## config.mk

```make
export PLATFORM = sky130hd
export DESIGN_NAME = multicycle_control
export DESIGN_NICKNAME = d
export VERILOG_FILES = /design/src/rtl/multicycle_control.sv
export SDC_FILE = /design/constraint.sdc
export NUM_CORES = 1
export LEC_CHECK = 0
export ABC_AREA = 1
export CELL_PAD_IN_SITES_DETAIL_PLACEMENT = 0
export CELL_PAD_IN_SITES_GLOBAL_PLACEMENT = 1
export CORE_ASPECT_RATIO = 1.1
export CORE_MARGIN = 5
export CORE_UTILIZATION = 18
export CTS_CLUSTER_DIAMETER = 200
export DETAILED_ROUTE_END_ITERATION = 8
export MAX_ROUTING_LAYER = met4
export PLACE_DENSITY_LB_ADDON = 0.1
export SKIP_CTS_REPAIR_TIMING = 1
export SLEW_MARGIN = 30
export SYNTH_ARGS = -nofsm -noshare
export SYNTH_HDL_FRONTEND = slang
export SYNTH_SLANG_ARGS = --single-unit
```

## constraint.sdc

```tcl
create_clock -name clk -period 1.4 [get_ports clk]
set_clock_uncertainty 0.05 [all_clocks]
set_input_delay 0.28 -clock clk [delete_from_list [all_inputs] [get_ports clk]]
set_output_delay 0.28 -clock clk [all_outputs]
set_load 0.1 [all_outputs]
```

## src/rtl/multicycle_control.sv

```systemverilog
// Moore-style control FSM for a multicycle RV32I subset datapath with a unified
// memory port that may stall via mem_ready.
module multicycle_control (
  input  logic        clk,
  input  logic        rst_n,
  input  logic [31:0] instr,
  input  logic        Zero,
  input  logic        mem_ready,
  output logic        PCWrite,
  output logic        IRWrite,
  output logic        AdrSrc,
  output logic        MemWrite,
  output logic        RegWrite,
  output logic [1:0]  ResultSrc,
  output logic [1:0]  ALUSrcA,
  output logic [1:0]  ALUSrcB,
  output logic [2:0]  ALUctrl,
  output logic [2:0]  ImmSrc,
  output logic        retire,
  output logic        trap,
  output logic [3:0]  state
);

  typedef enum logic [3:0] {
    StFetch    = 4'd0,
    StDecode   = 4'd1,
    StMemAdr   = 4'd2,
    StMemRead  = 4'd3,
    StMemWb    = 4'd4,
    StMemWrite = 4'd5,
    StExecR    = 4'd6,
    StExecI    = 4'd7,
    StAluWb    = 4'd8,
    StBranch   = 4'd9,
    StJal      = 4'd10,
    StJalr     = 4'd11,
    StTrap     = 4'd12
  } state_e;

  localparam logic [6:0] OpLoad   = 7'b0000011;
  localparam logic [6:0] OpStore  = 7'b0100011;
  localparam logic [6:0] OpR      = 7'b0110011;
  localparam logic [6:0] OpI      = 7'b0010011;
  localparam logic [6:0] OpBranch = 7'b1100011;
  localparam logic [6:0] OpJal    = 7'b1101111;
  localparam logic [6:0] OpJalr   = 7'b1100111;

  state_e      state_q, state_d;
  logic        retire_q, retire_d;
  logic        trap_q, trap_d;
  logic        pc_write, ir_write, mem_write, reg_write;
  logic [6:0]  opcode;
  logic [2:0]  funct3;
  logic        unused_instr;

  assign opcode = instr[6:0];
  assign funct3 = instr[14:12];
  assign unused_instr = ^{instr[31], instr[29:15], instr[11:7]};

  always_ff @(posedge clk or negedge rst_n) begin
    if (!rst_n) begin
      state_q  <= StFetch;
      retire_q <= 1'b0;
      trap_q   <= 1'b0;
    end else begin
      state_q  <= state_d;
      retire_q <= retire_d;
      trap_q   <= trap_d;
    end
  end

  always_comb begin
    state_d   = state_q;
    pc_write  = 1'b0;
    ir_write  = 1'b0;
    mem_write = 1'b0;
    reg_write = 1'b0;
    AdrSrc    = 1'b0;
    ResultSrc = 2'b00;
    ALUSrcA   = 2'b00;
    ALUSrcB   = 2'b00;
    ALUctrl   = 3'b000;
    case (state_q)
      StFetch: begin
        ALUSrcB   = 2'b10;
        ResultSrc = 2'b10;
        pc_write  = mem_ready;
        ir_write  = mem_ready;
        if (mem_ready) state_d = StDecode;
      end
      StDecode: begin
        ALUSrcA = 2'b01;
        ALUSrcB = 2'b01;
        case (opcode)
          OpLoad, OpStore: state_d = StMemAdr;
          OpR:      state_d = (funct3 inside {3'b000, 3'b100, 3'b111}) ? StExecR : StTrap;
          OpI:      state_d = (funct3 == 3'b000) ? StExecI : StTrap;
          OpBranch: state_d = (funct3 inside {3'b000, 3'b001}) ? StBranch : StTrap;
          OpJal:    state_d = StJal;
          OpJalr:   state_d = StJalr;
          default:  state_d = StTrap;
        endcase
      end
      StMemAdr: begin
        ALUSrcA = 2'b10;
        ALUSrcB = 2'b01;
        state_d = (opcode == OpLoad) ? StMemRead : StMemWrite;
      end
      StMemRead: begin
        AdrSrc = 1'b1;
        if (mem_ready) state_d = StMemWb;
      end
      StMemWb: begin
        ResultSrc = 2'b01;
        reg_write = 1'b1;
        state_d   = StFetch;
      end
      StMemWrite: begin
        AdrSrc    = 1'b1;
        mem_write = 1'b1;
        if (mem_ready) state_d = StFetch;
      end
      StExecR: begin
        ALUSrcA = 2'b10;
        case (funct3)
          3'b000:  ALUctrl = instr[30] ? 3'b001 : 3'b000;
          3'b100:  ALUctrl = 3'b010;
          3'b111:  ALUctrl = 3'b011;
          default: ALUctrl = 3'b000;
        endcase
        state_d = StAluWb;
      end
      StExecI: begin
        ALUSrcA = 2'b10;
        ALUSrcB = 2'b01;
        state_d = StAluWb;
      end
      StAluWb: begin
        reg_write = 1'b1;
        state_d   = StFetch;
      end
      StBranch: begin
        ALUSrcA  = 2'b10;
        ALUctrl  = funct3[0] ? 3'b101 : 3'b111;
        pc_write = Zero;
        state_d  = StFetch;
      end
      // JALR computes its target first, then shares the JAL link/jump step.
      StJalr: begin
        ALUSrcA = 2'b10;
        ALUSrcB = 2'b01;
        state_d = StJal;
      end
      StJal: begin
        ALUSrcA  = 2'b01;
        ALUSrcB  = 2'b10;
        pc_write = 1'b1;
        state_d  = StAluWb;
      end
      StTrap:  state_d = StTrap;
      default: state_d = StFetch;
    endcase
  end

  always_comb begin
    case (opcode)
      OpStore:  ImmSrc = 3'b001;
      OpBranch: ImmSrc = 3'b010;
      OpJal:    ImmSrc = 3'b011;
      default:  ImmSrc = 3'b000;
    endcase
  end

  assign retire_d = (state_d == StFetch) &&
                    (state_q inside {StMemWb, StMemWrite, StAluWb, StBranch});
  assign trap_d   = trap_q | (state_d == StTrap);

  // Write strobes are gated by reset so an abort takes effect before the next edge.
  assign PCWrite  = pc_write & rst_n;
  assign IRWrite  = ir_write & rst_n;
  assign MemWrite = mem_write & rst_n;
  assign RegWrite = reg_write & rst_n;
  assign retire   = retire_q;
  assign trap     = trap_q;
  assign state    = state_q;

endmodule

```

=== Yosys cells after proc, flatten, opt, wreduce, memory -nomap -nowiden ===
Cells that the tools add are included.

* Register bits after elaboration: 6
* Input bits: 36
* Output and inout port bits: 23

* Eq/ne operators: 23
* Muxes and demuxes: 22
* Bitwise logic cells: 5
* Reductions and logical operators: 15

{| class="wikitable"
|+ Operators by type and width
! kind !! number
|-
| 4-bit one-hot mux with 8 select lines || 1
|-
| 4-bit equality test, second input constant || 6
|-
| 4-bit one-hot mux with 6 select lines || 1
|-
| 7-bit equality test, second input constant || 3
|-
| 4-bit two-way mux || 5
|-
| 4-bit by 3-bit equality test with 1-bit output, second input constant || 4
|-
| 7-bit by 6-bit equality test with 1-bit output, second input constant || 2
|-
| 2-bit one-hot mux with 2 select lines || 3
|-
| 2-bit one-hot mux with 3 select lines || 2
|-
| 2-bit OR reduction || 5
|-
| 4-bit by 2-bit equality test with 1-bit output, second input constant || 2
|-
| 4-bit logical NOT || 2
|-
| 7-bit by 2-bit equality test with 1-bit output, second input constant || 1
|-
| 7-bit by 5-bit equality test with 1-bit output, second input constant || 1
|-
| 3-bit equality test, second input constant || 2
|-
| 3-bit two-way mux || 2
|-
| 3-bit one-hot mux with 2 select lines || 1
|-
| 1-bit two-way mux || 5
|-
| 5-bit OR reduction || 1
|-
| 1-bit bitwise AND || 4
|-
| 4-bit by 1-bit equality test with 1-bit output, second input constant || 1
|-
| 4-bit nonzero test || 1
|-
| 4-bit OR reduction || 1
|-
| 3-bit by 1-bit equality test with 1-bit output, second input constant || 1
|-
| 8 further kinds || 8
|}

=== Longest topological paths before layout ===
Gate-level depths: netlist of the first run.

* Depth after elaboration: 7
* Gate-level depth with buffers: 12
* Depth with buffers taken out: 12

=== Least setup slack after synthesis of the first run ===
Ideal clock, no wire load.

* Kind: reg2out
* Start: register state_q[0], in the netlist state[0]
* End: output port ALUctrl[0]
* Data arrival time: 3.886 ns
* Required time: 1.070 ns
* Slack: -2.816 ns
* Cell stages (with the launch flop): 7
* Buffers on the path: 0
* Cells stage by stage: dfrtp_1 inv_1 nor2_2 inv_2 nor2_2 nor2_1 a31oi_1

* Cells in the longest elaborated chain, start to end: 2
* Elaborated cells between the ends (all ways): 3

{| class="wikitable"
|+ RTL lines
! element !! line !! source
|-
| start, declared || 48 || <nowiki>state_e state_q, state_d;</nowiki>
|-
| start signal, assigned || 62 || <nowiki>state_q <= StFetch;</nowiki>
|-
| start signal, assigned || 66 || <nowiki>state_q <= state_d;</nowiki>
|-
| 4-bit equality test or 4-bit by 3-bit equality test with 1-bit output (tied branches) || 83 || <nowiki>case (state_q)</nowiki>
|-
| 3-bit one-hot mux with 2 select lines (*) || 83 ||
|-
| end, declared || 17 || <nowiki>output logic [2:0] ALUctrl,</nowiki>
|}

Mark *: on every way between the ends. The rest lies on a longest branch, timed or not.

=== Final worst setup path of the first run ===
* Start: register state_q[2], in the netlist state[2]
* End: output port PCWrite

* Cells in the longest elaborated chain, start to end: 3
* Elaborated cells between the ends (all ways): 5

{| class="wikitable"
|+ RTL lines
! element !! line !! source
|-
| 4-bit equality test or 4-bit logical NOT (tied branches) || 83 ||
|-
| 1-bit one-hot mux with 3 select lines (*) || 83 ||
|-
| 1-bit bitwise AND (*) || 179 || <nowiki>assign PCWrite = pc_write & rst_n;</nowiki>
|-
| end, declared || 9 || <nowiki>output logic PCWrite,</nowiki>
|}

Marks and branches as above.

==> impl_metrics.ini, run 1 <==
[place]
placedCellCount = 273
place_ws_ps = -505.1
gp_congestion = 0.8049
io_buffers = 36
dp_hpwl_um = 2490

[cells_and_area]
syn_to_final_growth_pct = 179.8
drive_above_1_share = 0.6897
nFillCells = 403
seq_area_um2 = 165.2
multi_input_area_um2 = 818.3
n_antenna_cell = 0
final_cell_count_no_fill = 286
final_nets = 270

[worst_hold_path]
hold_path_class = in -> async

[yosys]
netlist_instances = 144
synth_ff_type = dfrtp_1
synth.top_cells.by_area = dfrtp_1 19%, nand2_1 18%, inv_1 10%
synth_top_area_cell = dfrtp_1
yosysSeqAreaShare = 0.1905
synth_cell_types = 24
synth_area_per_cell_um2 = 5.474
synth_fp_nets = 180
synth-async-reset-ratio = 1.000
ys_ff_latch = 6
synth-edff-count = 0
synthesis.area_um2 = 788.3
synth_commonest_cells = 37 x nand2_1, 22 x inv_1, 22 x nor2_1, 11 x nand3_1
synth_top_area_frac = 0.1905
yosysMostFrequentCell = nand2_1
ys_warn_count = 0

[clock_network]
cts_tree = done
insertion_delay_ps = 220
clock_sinks = 6
clockBufferDepth = 2
clk_pin_slew_ps = 40
cts_inserted_buffers = 3
cts_root_buf = clkbuf_8
ctsHtreeMaxLevel = 1

[route]
first_pass_iters = 4
wire_per_inst_um = 10.51
vias = 1192
drcViolationCount = 0
avgViaCountPerCell = 4.168
wl_um = 3006
drt_iter0_drc = 17
postRouteAntennaNets = 0

[timing]
setup_viol = 20
min_period_ps = 1950
fmax_mhz = 512.8
worst_slack_ps = -550.2
min_period_over_period = 1.393
rsz0062_at_grt = yes
setup-tns-final_ps = -6407
maxSlewViolCount = 0
hold_violations = 0

[power]
switching_power_mw = 2.245
pwr-share-seq = 0.082
powerDensity_mw_per_mm2 = 1835
p_sw_frac = 0.5547
clkPwrFrac = 0.062
p_leak_nw = 1.079
peakVddDrop_mv = 0.7026
share_comb_of_total_power = 0.857
intPower_mw = 1.803

[grt]
antenna_found_initial = 0
grt_pass1_vias = 1120
grt_use_total = 0.1005
grt_overflow = 0
grt_first_pass_wirelength_um = 4581
grt_max_degree = 7

[worst_setup_path]
critical_path_class = reg -> out
start_kind = register
cp.arrival_ps = 1620
endpoint_kind = output port
cp_data_required_time_ps = 1070
cp_max_fo = 5
worstReg2RegStart = state[0]
crit_start = state[2]

[die]
start_util = 0.1839
ios = 59
design.core.area_mm2 = 0.004285
die_w_um = 73.10
dieArea_mm2 = 0.005804
row_count = 25
die_y_um = 79.41

[run_status]
outcome = finished, violations left
violations = negative setup slack

[run]
drv_cap = 0
==> placed cells by master, fill, tap and decap left out <==
cell	instances
buf_4	41
clkdlybuf4s50_1	4
inv_2	18
dfrtp_4	4
o21ai_4	2
clkbuf_2	5
nor3b_2	1
nor4_2	1
nand3_2	3
a311oi_1	1
nand2_2	10
conb_1	1
inv_4	3
nor2_2	6
a21o_1	1
o211ai_1	1
dlymetal6s2s_1	5
nand2_1	21
buf_6	8
clkbuf_8	3
nand2_4	9
a21oi_1	2
nor3_4	1
nor2_1	9
nand3_1	9
nor2_4	17
dfrtp_1	2
nand3_4	1
buf_12	23
a31oi_4	3
inv_1	11
o21ai_1	3
nand2_8	1
o21ai_0	2
==> cell families (layout without fill, tap and decap cells) <==
family                 after synthesis  in the layout  share of synthesized area
other                                1              1                   0.004757
buffers and inverters               33            121                     0.1635
and+or+nand+nor                     89             89                     0.5301
AOI/OAI and AO/OA                   15             15                     0.1111
DFF                                  6              6                     0.1905
==> per-layer routing <==
metal  GRT usage  up-vias  wire [um]
met2      0.1959       26       1733
met5           -        -          0
met1      0.1069      542       1120
met3    0.005038        4        118
li1            -      620          -
met4     0.02768        0         34
==> through the flow <==
stage / hold WS, ps / instance area, um^2 / power [mW] / util
floorplan: -65.59 / 962.2 / 2.170 / -
global placement: 462.3 / 1916 / 3.485 / 0.4470
detailed placement: 471.1 / 1916 / 3.494 / 0.4470
CTS: 335.7 / 1957 / 3.753 / 0.4566
global route: 374.0 / 2206 / 4.219 / 0.5147
finish: 357.7 / 2206 / 4.048 / 0.5147
==> cell type report <==
type	instances	share of cell area
clock buffers	3	0.01872
inverters	32	0.05786
multi-input cells	105	0.3710
flip-flops and latches	6	0.07487
well taps	54	0.03063
repair buffers	86	0.4470
==> worst max-delay path: stages, from the launching register on <==
cell and delay, ps:
dfrtp_4 510, nor2_4 140, inv_1 100, nor2_4 160, nand2_2 100, a31oi_4 200, buf_12 190
==> flip-flops by register name, summed over array words and instances (netlist names) <==
name and cells:
retire 1, state 4, trap 1
==> worst paths after layout <==
check,endpoint,cells after the start,slack (ps)
setup reg to reg,trap,12,-160
setup / recovery,PCWrite,6,-550
min in group clk,trap,2,480
hold reg to reg,trap,2,480
max in group asynchronous,state[0],2,820
hold / removal,state[2],2,360
==> power by group through the flow <==
stage | sequential (mW) | combinational (mW) | clock (mW)
6_report | 0.330 | 3.47 | 0.249
5_1_grt | 0.339 | 3.61 | 0.273
4_1_cts | 0.312 | 3.18 | 0.256
3_5_place_dp | 0.315 | 3.18 | 0
3_3_place_gp | 0.314 | 3.17 | 0
2_1_floorplan | 0.642 | 1.53 | 0
Power figures use the tool's default switching activity.
==> run 2, diff against run 1 <==
--- a/config.mk
+++ b/config.mk
@@ -8,7 +8,7 @@
 export ABC_AREA = 1
 export CELL_PAD_IN_SITES_DETAIL_PLACEMENT = 0
 export CELL_PAD_IN_SITES_GLOBAL_PLACEMENT = 1
-export CORE_ASPECT_RATIO = 1.1
+export CORE_ASPECT_RATIO = 1.25
 export CORE_MARGIN = 5
 export CORE_UTILIZATION = 18
 export CTS_CLUSTER_DIAMETER = 200
==> constraint.sdc (replaced) <==
create_clock -name clk -period 1.4 [get_ports clk]
set_clock_uncertainty 0.05 [all_clocks]
set_input_delay 0.14 -clock clk [delete_from_list [all_inputs] [get_ports clk]]
set_output_delay 0.14 -clock clk [all_outputs]
set_load 0.1 [all_outputs]
==> impl_metrics.ini, run 2 (same netlist as run 1, synthesis figures left out) <==
[power]
p_leak_nw = 1.050
peakVddDrop_mv = 0.7149
total_power_mw = 4.067
powerDensity_mw_per_mm2 = 1846

[route]
drt_iter0_drc = 23
wire_per_inst_um = 10.78
drcViolationCount = 0
avgViaCountPerCell = 4.167
vias = 1200
wl_um = 3104
first_pass_iters = 4
postRouteAntennaNets = 0

[worst_setup_path]
cp_max_fo = 6
cp.arrival_ps = 1630
path_buf_inv = 4
max_stage_delay_ps = 530
crit_start = state[0]
path_delay_family = flip-flops
critical_path_class = reg -> out
cp_cell_sequence = nor2_4 > inv_2 > nor2_4 > inv_2 > nor2_4 > inv_2 > a31oi_4 > buf_12
worstReg2RegStart = state[0]
cp_data_required_time_ps = 1210
endpoint_kind = output port
slowest_stage = dfrtp_4
start_kind = register

[clock_network]
ctsHtreeMaxLevel = 1
clk_pin_slew_ps = 40
insertion_delay_ps = 230
clock_sinks = 6
clockBufferDepth = 2
cts_tree = done
cts_root_buf = clkbuf_8
cts_inserted_buffers = 3

[grt]
grt_pass1_vias = 1267
grt_use_total = 0.1067
antenna_found_initial = 0
grt_overflow = 0
grt_max_degree = 7
grt_first_pass_wirelength_um = 5043

[timing]
rsz0062_at_grt = yes
worst_slack_ps = -417.5
maxSlewViolCount = 0
min_period_ps = 1817
min_period_over_period = 1.298
fmax_mhz = 550.2
setup_viol = 18
hold_violations = 0

[cells_and_area]
largest_reg_flops = 4
final_nets = 267
n_antenna_cell = 0
syn_to_final_growth_pct = 179.5
final_common_cell = buf_4
drive_above_1_share = 0.6261
final_cell_mix = 40 x buf_4, 27 x nand2_1, 23 x buf_12, 16 x nor2_4
nFillCells = 459

[worst_hold_path]
hold_path_class = in -> async

[run_status]
outcome = finished, violations left
violations = negative setup slack

[place]
dp_hpwl_um = 2586
place_ws_ps = -315.9
io_buffers = 36
gp_congestion = 0.8320

[run]
drv_cap = 0

[die]
die_w_um = 69.19
start_util = 0.1823
design.core.area_mm2 = 0.004324
row_count = 27
dieArea_mm2 = 0.005811
die_y_um = 83.99
ios = 59
## run 2: changes by cell type in the layout (fill, tap and decap cells not counted), sizes merged
cell,previous run,this run
clkbuf,8,4
buf,72,69
dlymetal6s2s,5,8
clkdlybuf4s50,4,6
clkinv,0,1
inv,32,31
## run 2: worst reg2reg max path, cell delays in order, from the launching register on
cell     delay (ps)
dfrtp_4         530
inv_4            80
nor2_4           40
buf_4           130
buf_6           120
nand2_8          80
nor2_4           50
nor3b_2         180
nand2_2          90
nand2_1          60
nand2_1          50
## run 2: area by class of cell
| class | count | area (um^2) | area share |
|---|---|---|---|
| timing repair buffer | 83 | 988.4 | 0.4486 |
| multi-input combinational | 105 | 803.3 | 0.3646 |
| sequential | 6 | 165.2 | 0.07496 |
| inverter | 32 | 128.9 | 0.05849 |
| tap | 58 | 72.57 | 0.03294 |
| clock buffer | 4 | 45.04 | 0.02044 |
## run 2: metrics by stage
step / hold slack (ps) / cells / setup TNS, ps / utilization / area (um^2)
floorplan: -205.6 / 144 / -8448 / - / 957.2
global placement: 404.2 / 279 / -3213 / 0.4465 / 1931
finish: 169.7 / 288 / -4501 / 0.5095 / 2203
detailed placement: 413.2 / 279 / -3230 / 0.4465 / 1931
CTS: 169.5 / 283 / -5587 / 0.4569 / 1976
global route: 182.4 / 288 / -5776 / 0.5095 / 2203
## run 2: final timing paths
| check | end | slack [ps] | cells after the start |
|---|---|---|---|
| worst min-delay path | state[2] | 170 | 2 |
| max in group asynchronous | state[3] | 1000 | 2 |
| worst max register to register | trap | -160 | 10 |
| worst min register to register | trap | 470 | 2 |
| worst max-delay path | PCWrite | -420 | 8 |
| min in group clk | state[0] | 470 | 7 |
## run 2: where the power goes
group | total (mW) | switching (mW) | leakage (nW) | internal [mW]
Sequential | 0.345 | 0.100 | 0.0681 | 0.245
Clock | 0.277 | 0.0804 | 0.0228 | 0.196
Combinational | 3.45 | 2.09 | 0.959 | 1.35
## run 2: routing by layer
layer,global-route usage,part of all wire,wire [um],vias up
met5,-,0,0,-
met4,0.04796,0.015,48,0
met3,0.01205,0.020,61,6
met2,0.2188,0.62,1927,19
met1,0.09424,0.34,1067,565
li1,-,-,-,610
==> run 3, diff against run 2 <==
--- a/config.mk
+++ b/config.mk
@@ -5,12 +5,12 @@
 export SDC_FILE = /design/constraint.sdc
 export NUM_CORES = 1
 export LEC_CHECK = 0
-export ABC_AREA = 1
+export ABC_AREA = 0
 export CELL_PAD_IN_SITES_DETAIL_PLACEMENT = 0
 export CELL_PAD_IN_SITES_GLOBAL_PLACEMENT = 1
 export CORE_ASPECT_RATIO = 1.25
 export CORE_MARGIN = 5
-export CORE_UTILIZATION = 18
+export CORE_UTILIZATION = 20
 export CTS_CLUSTER_DIAMETER = 200
 export DETAILED_ROUTE_END_ITERATION = 8
 export MAX_ROUTING_LAYER = met4
==> impl_metrics.ini, run 3 <==
[run_status]
outcome = finished, violations left
violations = negative setup slack

[place]
io_buffers = 36
placed_cell_area_mm2 = 0.002016
dp_hpwl_um = 2735
gp_congestion = 0.8892

[die]
ios = 59
die_y_um = 81.84
dieArea_mm2 = 0.005522
die_w_um = 67.48
start_util = 0.2047
design.core.area_mm2 = 0.004034
row_count = 26

[cells_and_area]
final_nets = 231
final_cell_mix = 40 x buf_4, 23 x buf_12, 9 x dlymetal6s2s_1, 7 x buf_6
n_antenna_cell = 0
final_common_cell = buf_4
final_area_mm2 = 0.002311
syn_to_final_growth_pct = 179.8
largest_reg_flops = 4
utilization = 0.5729
drive_above_1_share = 0.6598
nFillCells = 371

[grt]
grt_pass1_vias = 1260
antenna_found_initial = 0
grt_max_degree = 15
grt_first_pass_wirelength_um = 5575
grt_use_total = 0.1304
grt_overflow = 0

[clock_network]
cts_tree = done
cts_inserted_buffers = 3
insertion_delay_ps = 220
clockBufferDepth = 2
cts_root_buf = clkbuf_8
ctsHtreeMaxLevel = 1
clk_pin_slew_ps = 40
clock_sinks = 6

[yosys]
yosysSeqAreaShare = 0.1818
synth_ff_type = dfrtp_1
ys_ff_latch = 6
synth_area_per_cell_um2 = 7.373
synth_commonest_cells = 10 x nor2_1, 8 x nand2_1, 7 x nor3_1, 6 x dfrtp_1
ys_warn_count = 0
synthesis.area_um2 = 825.8
synth.top_cells.by_area = dfrtp_1 18%, nor2_1 4.5%, nor3_1 4.2%
synth_top_area_cell = dfrtp_1
netlist_instances = 112
synth_cell_types = 43
synth_fp_nets = 148
synth-async-reset-ratio = 1.000
synth_top_area_frac = 0.1818
yosysMostFrequentCell = nor2_1
synth-edff-count = 0

[timing]
min_period_over_period = 1.269
rsz0062_at_grt = yes
hold_violations = 0
min_period_ps = 1777
worst_slack_ps = -377.3
whs_ps = 182.8
fmax_mhz = 562.7
setup_viol = 19
maxSlewViolCount = 0

[run]
drv_cap = 0

[power]
switching_power_mw = 2.528
p_leak_nw = 0.9999
share_comb_of_total_power = 0.858
powerDensity_mw_per_mm2 = 2013
pwr-share-seq = 0.083
clkPwrFrac = 0.058
p_sw_frac = 0.5435
intPower_mw = 2.124
peakVddDrop_mv = 0.8308

[route]
wire_per_inst_um = 13.51
avgViaCountPerCell = 4.608
first_pass_iters = 4
postRouteAntennaNets = 0
vias = 1152
wl_um = 3378
drt_iter0_drc = 34
drcViolationCount = 0

[worst_setup_path]
max_stage_delay_ps = 540
path_buf_inv = 3
slowest_stage = dfrtp_4
cp_cell_sequence = buf_6 > buf_8 > xor2_2 > nor3_4 > buf_12
cp.arrival_ps = 1590
cp_data_required_time_ps = 1210
endpoint_kind = output port
cp_max_fo = 8
start_kind = register
path_delay_family = flip-flops
critical_path_class = reg -> out

[worst_hold_path]
hold_path_class = in -> async
==> run 3: worst paths after layout <==
kind | endpoint | slack, ps | start | cells after the start
min in group clk | state[0] | 310 | instr[3] | 4
max in group asynchronous | state[3] | 840 | rst_n | 3
hold reg to reg | trap | 530 | trap | 2
setup / recovery | ALUSrcB[1] | -380 | state[3] | 5
setup reg to reg | state[2] | -240 | state[3] | 5
hold / removal | retire | 180 | rst_n | 2
==> run 3: kinds of logic after synthesis <==
kind of cell	synth area share
and+or+nand+nor	0.4106
AOI/OAI and AO/OA	0.2591
buffers and inverters	0.07726
DFF	0.1818
xor gates and xnor gates	0.04243
muxes	0.02424
other	0.004541
==> run 3: final cells by class <==
class / count / area (um^2) / area share
repair buffers: 86 / 1027 / 0.4445
multi-input cells: 93 / 982.2 / 0.4250
flip-flops and latches: 6 / 165.2 / 0.07147
well taps: 56 / 70.07 / 0.03032
clock buffers: 4 / 45.04 / 0.01949
inverters: 5 / 21.27 / 0.009204
==> run 3: stage by stage <==
step | cells | setup TNS [ps] | setup slack (ps) | total power, mW
floorplan | 112 | -8492 | -837.6 | 2.810
global placement | 241 | -3851 | -450.4 | 4.029
detailed placement | 241 | -4220 | -487.2 | 4.066
CTS | 245 | -6185 | -425.1 | 4.349
global route | 250 | -6129 | -424.8 | 4.852
finish | 250 | -5113 | -377.3 | 4.652
==> run 3: worst reg2reg max path: cells and delay by family, from the launching register on <==
| family | cells | cell delay [ps] |
|---|---|---|
| and+or+nand+nor | 1 | 370 |
| AOI/OAI and AO/OA | 2 | 240 |
| buffers and inverters | 2 | 320 |
| DFF | 1 | 540 |
==> run 3: layer usage <==
| metal | vias to the layer above | wire length (um) | share of wire | global-route usage |
|---|---|---|---|---|
| li1 | 580 | - | - | - |
| met1 | 546 | 1268 | 0.38 | 0.1424 |
| met2 | 24 | 1995 | 0.59 | 0.2473 |
| met3 | 2 | 87 | 0.026 | 0.009576 |
| met4 | 0 | 26 | 0.0077 | 0.03651 |
| met5 | - | 0 | 0 | - |
==> run 3: power by group through the flow <==
stage	registers, mW	clock network, mW	logic, mW
2_1_floorplan	0.702	0	2.11
3_3_place_gp	0.382	0	3.65
3_5_place_dp	0.378	0	3.69
4_1_cts	0.376	0.281	3.69
5_1_grt	0.399	0.293	4.16
6_report	0.387	0.272	3.99
